**src/rtl/ripple_adder.sv**
```systemverilog
// Combinational 64-bit ripple-carry adder; carry-out of the top bit is not produced.
// clk is a legacy port with no function inside the adder.
module ripple_adder (
  input  logic        clk,
  input  logic [63:0] A,
  input  logic [63:0] B,
  output logic [63:0] sum
);

  logic [63:0] c;
  logic        unused_clk;

  assign unused_clk = clk;
  assign c[0]       = 1'b0;

  for (genvar i = 0; i < 64; i++) begin : g_bit
    assign sum[i] = A[i] ^ B[i] ^ c[i];
    if (i < 63) begin : g_carry
      assign c[i+1] = (A[i] & B[i]) | (c[i] & (A[i] ^ B[i]));
    end
  end

endmodule

```
**src/rtl/shift_add_multiplier.sv**
```systemverilog
// Sequential 64x64 shift-add multiplier (low 64 bits), one partial product per cycle via ripple_adder.
// Optional SHIFT_ADD_EARLY_TERM_EN: finish as soon as the remaining multiplier bits are all zero.
module shift_add_multiplier (
  input  logic        clk,
  input  logic        rst_n,
  input  logic        in_valid,
  output logic        in_ready,
  input  logic [63:0] a,
  input  logic [63:0] b,
  output logic        out_valid,
  input  logic        out_ready,
  output logic [63:0] product,
  output logic        busy
);

  typedef enum logic [1:0] {IDLE, BUSY, DONE} state_t;

  state_t      state, state_nxt;
  logic [63:0] acc, mcand, mplier, addend, sum;
  logic [5:0]  cnt;
  logic        early_done;

  assign addend = mplier[0] ? mcand : 64'd0;

  ripple_adder u_adder (
    .clk (clk),
    .A   (acc),
    .B   (addend),
    .sum (sum)
  );

`ifdef SHIFT_ADD_EARLY_TERM_EN
  assign early_done = (mplier == 64'd0);
`else
  assign early_done = 1'b0;
`endif

  always_comb begin
    state_nxt = state;
    case (state)
      IDLE:    if (in_valid) state_nxt = BUSY;
      BUSY:    if (early_done || cnt == 6'd63) state_nxt = DONE;
      DONE:    if (out_ready) state_nxt = IDLE;
      default: state_nxt = IDLE;
    endcase
  end

  always_ff @(posedge clk or negedge rst_n) begin
    if (!rst_n) state <= IDLE;
    else        state <= state_nxt;
  end

  // Early termination leaves acc untouched on the terminating edge.
  always_ff @(posedge clk or negedge rst_n) begin
    if (!rst_n) begin
      acc    <= 64'd0;
      mcand  <= 64'd0;
      mplier <= 64'd0;
      cnt    <= 6'd0;
    end else begin
      case (state)
        IDLE: if (in_valid) begin
          acc    <= 64'd0;
          mcand  <= a;
          mplier <= b;
          cnt    <= 6'd0;
        end
        BUSY: if (!early_done) begin
          acc    <= sum;
          mcand  <= mcand << 1;
          mplier <= mplier >> 1;
          cnt    <= cnt + 6'd1;
        end
        default: ;
      endcase
    end
  end

  assign in_ready  = (state == IDLE);
  assign busy      = (state == BUSY);
  assign out_valid = (state == DONE);
  assign product   = acc;

endmodule

```
**config.mk**
```make
export PLATFORM = sky130hd
export DESIGN_NAME = shift_add_multiplier
export DESIGN_NICKNAME = d
export VERILOG_FILES = /design/src/rtl/ripple_adder.sv /design/src/rtl/shift_add_multiplier.sv
export SDC_FILE = /design/constraint.sdc
export NUM_CORES = 1
export LEC_CHECK = 0
export ABC_AREA = 1
export ABC_CLOCK_PERIOD_IN_PS = 47700
export CAP_MARGIN = 15
export CORE_MARGIN = 1
export CORE_UTILIZATION = 45
export CTS_CLUSTER_SIZE = 30
export DETAILED_ROUTE_END_ITERATION = 12
export GPL_TIMING_DRIVEN = 0
export MAX_ROUTING_LAYER = met4
export PLACE_DENSITY = 0.71
export REMOVE_ABC_BUFFERS = 1
export SYNTH_ARGS = -nofsm -noshare
export SYNTH_HDL_FRONTEND = slang
export SYNTH_SLANG_ARGS = --single-unit
```
**constraint.sdc**
```tcl
create_clock -name clk -period 47.7 [get_ports clk]
set_input_delay 7.155 -clock clk [delete_from_list [all_inputs] [get_ports clk]]
set_output_delay 7.155 -clock clk [all_outputs]
set_load 0.03 [all_outputs]
```
==> Yosys cells after proc, flatten, opt, wreduce, memory -nomap -nowiden <==
Cells that the tools add are included.
{ "word_totals": {"register_bits": 200, "latch_bits": 0, "ramBits": 0, "rom_bits": 0, "memories": 0} }
{ "op_classes": {"n_addsub": 1, "multipliers": 0, "div": 0, "n_lt_le_gt_ge": 0, "n_eq_ne": 6, "shift": 0, "n_mux": 13, "bitwise": 314, "n_reduce_logical": 4} }
{ "op_table": {"columns": ["op", "count"], "rows": [
  ["$pmux 64 s2", 3],
  ["$mux 64", 4],
  ["$xor 1x1->1", 127],
  ["$and 1x1->1", 125],
  ["$or 1x1->1", 62],
  ["$pmux 6 s2", 1],
  ["$add 6x1->6 const B", 1],
  ["$eq 6x6->1 const B", 1],
  ["$mux 2", 3],
  ["$mux 6", 1],
  ["$pmux 2 s3", 1],
  ["$ne 2x1->1 const B", 2],
  ["$reduce_and 3->1", 1],
  ["$eq 2x1->1 const B", 1],
  ["$eq 2x2->1 const B", 1],
  ["$logic_not 2->1", 1],
  ["$ne 2x2->1 const B", 1],
  ["$reduce_and 2->1", 1],
  ["$reduce_bool 2->1", 1]
]} }

==> Longest topological paths before layout <==
{ "depth": {"depth_word": 128, "mapped_depth": 78} }

==> Modules after synthesis <==
Synthesis repeated with hierarchy kept, for this count alone.
{ "unflattened": {"hier_cells": 1217, "hier_area_um2": 10192.3} }
{ "modules_own_cells": {"columns": ["mod", "instances", "cells_each", "area_each_um2", "seq_area_each_um2"], "rows": [
  ["shift_add_multiplier", 1, 1139, 8879.8, 5004.8],
  ["ripple_adder", 1, 78, 1312.5, 0.0]
]} }

==> Worst setup path before layout <==
Ideal clock, no wire load.
{ "synth_timing": {"path_type": "register to register", "from": "register mplier[0]", "to": "register acc[62], in the netlist product[62]", "arrival_ns": 26.348, "required_ns": 47.582, "path_slack_ns": 21.234, "stages_incl_launch_ff": 73, "path_buffers": 2, "cell_sequence": "dfrtp_1 > clkbuf_1 > clkbuf_1 > nand2_1 > fa_1 > fa_1 > fa_1 > fa_1 > fa_1 > fa_1 > fa_1 > fa_1 > fa_1 > fa_1 > fa_1 > fa_1 > fa_1 > fa_1 > [37 not listed] > fa_1 > fa_1 > fa_1 > fa_1 > inv_1 > fa_1 > inv_1 > fa_1 > fa_1 > inv_1 > fa_1 > fa_1 > inv_1 > fa_1 > inv_1 > fa_1 > nand2_1 > nand2_1"} }
{ "synth_between": {"elab_chain_cells": 126, "word_cells_on_any_way": 249, "cone_classes": "mux: 2; bitwise: 247"} }
{ "synth_rtl": {"columns": ["element", "line_no", "source"], "rows": [
  ["start: declaration", "shift_add_multiplier.sv:19", "logic [63:0] acc, mcand, mplier, addend, sum;"],
  ["start signal: assignment", "shift_add_multiplier.sv:71", "mplier <= mplier >> 1;"],
  ["$mux 64 (*)", "shift_add_multiplier.sv:23", "assign addend = mplier[0] ? mcand : 64'd0;"],
  ["$and 1x1->1 or $xor 1x1->1 (tied branches)", "ripple_adder.sv:19", "assign c[i+1] = (A[i] & B[i]) | (c[i] & (A[i] ^ B[i]));"],
  ["$and 1x1->1", "ripple_adder.sv:19", null],
  ["$or 1x1->1", "ripple_adder.sv:19", null],
  ["$and 1x1->1", "ripple_adder.sv:19", null],
  ["$or 1x1->1", "ripple_adder.sv:19", null],
  ["$and 1x1->1", "ripple_adder.sv:19", null],
  ["$or 1x1->1", "ripple_adder.sv:19", null],
  ["[110 not listed]", null, null],
  ["$and 1x1->1", "ripple_adder.sv:19", null],
  ["$or 1x1->1", "ripple_adder.sv:19", null],
  ["$and 1x1->1", "ripple_adder.sv:19", null],
  ["$or 1x1->1", "ripple_adder.sv:19", null],
  ["$and 1x1->1", "ripple_adder.sv:19", null],
  ["$or 1x1->1", "ripple_adder.sv:19", null],
  ["$xor 1x1->1 (*)", "ripple_adder.sv:17", "assign sum[i] = A[i] ^ B[i] ^ c[i];"],
  ["$pmux 64 s2 (*)", "shift_add_multiplier.sv:61", "case (state)"],
  ["end signal: assignment", "shift_add_multiplier.sv:69", "acc <= sum;"],
  ["end: declaration", "shift_add_multiplier.sv:19", null]
]} }
Mark *: on every way between the ends. The rest lies on a longest branch, timed or not.
A chain may end at the register's enable or synchronous reset.

==> Final worst setup path <==
Same ends and word-level chain as after synthesis.

==> run metrics <==
Slowest-stage cell, CP=dfrtp_2; cell mode on critical path=fa_1; Post-Syn Area=a little under 0.01 sq mm; largest net degree at the start of global routing=a little over 100; Synth Area in XOR/XNOR=0.08910%; final hold vios=0; Routed WL=~22000 microns; CTS Root Cell=clkbuf_16; clk slew on worst S/H paths=80 ps; minimum clock period=approximately 28000 ps; Worst setup EP type=flip-flop; Fin Hold WS=approximately 480 ps; average size of a mapped cell=between 8 and 9 sq um; simple-gate share of the synthesized area=25.75%; die area=roughly 0.022 sq mm; required time of the critical path=slightly below 50000 ps; gr usage total=21.89%; FILL cells=1901; drt first-iter violations=384; f_max=36.32 MHz; Adder-Cell Fraction of Synth Area=approximately an eighth; DRC errors left=0; crit path launch type=flip-flop; unrepaired setup endpoints after global routing=no; vias in the first global route=approximately 7900; Max-cap violations=0; area grow syn2layout=28.56%; initial core utilization=between 40% and 50%; PortBufs=~200; routed length per placed instance=roughly 14 microns; H-tree depth=4; initial antenna violation count=1; mux contribution to synthesized area=0%; Final Setup Violations=0; first-pass GRT wire length=37610 microns; final setup TNS=0 ps; worst skew pair latency=between 400 and 500 ps; Setup Crit Path Kind=flip-flop to flip-flop; Mapped Cells=~1100; share of cells above drive strength 1=between 3 and 4%; drt first pass iters=6; DR vias/cell=about 5.0; clk sink count=200; Leakage=~5.6 nW; chip width=between 100 and 150 microns; routability congestion estimate=0.7833; #FFs+latches synth=200; R2R Setup Slk=~20000 ps; fraction of the yosys area taken by sequential cells=50.92%; clk_skew=between 10 and 15 ps; Hold Crit Class=flip-flop to flip-flop; I/O pins=slightly below 200; GRT overflow=0; row count=between 50 and 60; final cycle utilization of the critical path=57.73%; Placement Cell Area=about 0.012 sq mm; core area=between 0.02 and 0.025 sq mm; pwr/cell area=62.84 mW/mm^2; TritonCTS clock tree=yes; storage element area=0.005006 sq mm; Detail Route Antenna Nets=0; max_slew headroom=between 30% and 40%; Critical Path AT=27850 ps; outcome=finished, final reports clean; total power=between 0.7 and 0.8 mW; postcts setup bufs=0; multi-input combinational cell area=between 0.004 and 0.005 sq mm; Max Root-Sink Buffers=2; CP peak stage delay=around 630 ps; CTS Hold Bufs=0; Resize count post-CTS=0; Crit Path Max Fanout=47; HPWL Detailed=roughly 15000 microns; Die Ht=~150 microns; via count=7785; Yosys cell types=18; fin area=0.01264 sq mm; yosys warns=0; Synth Area in Compound Gates=approximately 3.9%; CTS buffer count=17; Max VDD drop=about 0.000024 V; main combinational cell family by area after synthesis=simple AND/OR/NAND/NOR gates; max-slew violations=0; # nets final=about 1500; Slew @ Worst Pin=~900 ps
worst max-delay path: cells and delay by family (launching register included):
family	cells	cell delay [ps]
buf+inv	6	650
flops	1	630
simple gates	3	240
fa+ha+maj	62	25890
synthesized netlist by cell type:
library cell  instances  area [sq um]
xnor2_1               1         8.760
inv_1                76         285.3
buf_4                16         120.1
inv_2                 2         7.510
a21oi_1               1         5.000
buf_1                 2         7.510
ha_1                  2         25.02
fa_1                 62          1241
clkbuf_1             12         45.04
buf_2                33         165.2
nand2_2               2         12.51
o22ai_1              58         362.9
nand3_1             130         650.6
nor2_1                7         26.28
nand2_1             489          1836
nand4_1               1         6.260
dfrtp_1             200          5005
o21ai_0               4         20.02
cells by family (layout without fill, tap and decap cells):
group | Yosys count | in the layout
and+or+nand+nor | 629 | 629
buffers and inverters | 141 | 316
DFF | 200 | 200
xor gates and xnor gates | 1 | 1
adders and majority gates | 64 | 64
AOI/OAI and AO/OA | 63 | 63
other | 0 | 1
metrics by stage:
step | utilization, % | setup slack [ps] | instances
finish | 59.55 | 20160 | 1549
floorplan | - | 20580 | 1035
global route | 59.55 | 19070 | 1549
CTS | 59.54 | 19830 | 1548
global placement | 55.69 | 18650 | 1508
detailed placement | 56.77 | 19930 | 1517
state kept, by name, indices dropped and copies added, names as in the netlist:
name	count
mcand	64
mplier	64
cnt	6
product	64
state	2
area by class of cell:
class | instances | share of cell area (%)
clock inverter | 12 | 1.069
timing repair buffer | 207 | 17.39
clock buffer | 19 | 3.584
sequential | 200 | 39.61
tap | 275 | 2.723
inverter | 78 | 2.356
antenna | 1 | 0.01980
multi-input combinational | 757 | 33.25
layout by cell type (no fill, tap or decap), drive strengths merged:
cell           count
a21oi              1
buf               10
bufinv             1
clkbuf            19
clkdlybuf4s50    197
clkinv             2
clkinvlp           3
dfrtp            200
diode              1
fa                62
ha                 2
inv               84
nand2            491
nand3            130
nand4              1
nor2               7
o21ai              4
o22ai             58
xnor2              1
power breakdown:
group / internal, mW / switching (mW) / leakage (nW)
Sequential: 0.246 / 0.0491 / 2.54
Combinational: 0.150 / 0.202 / 2.79
Clock: 0.0768 / 0.0698 / 0.281
Total: 0.474 / 0.321 / 5.61
routing by layer:
metal  wire length, microns  vias to the layer above  GRT usage (%)
li1                       -                     3770              -
met4                    258                        0          6.465
met2                  11190                      198          36.13
met5                      0                        -              -
met1                   9694                     3797          27.12
met3                   1206                       20          4.573
final timing paths:
check	startpoint	end	cells after the start
setup / recovery	mplier[0]	product[62]	71
hold / removal	mplier[63]	mplier[63]	2
setup reg to reg	mplier[0]	product[62]	71
max in group asynchronous	rst_n	mcand[61]	2
hold reg to reg	mplier[63]	mplier[63]	2
min in group asynchronous	rst_n	product[28]	1
(Power assumes the default switching activity.)
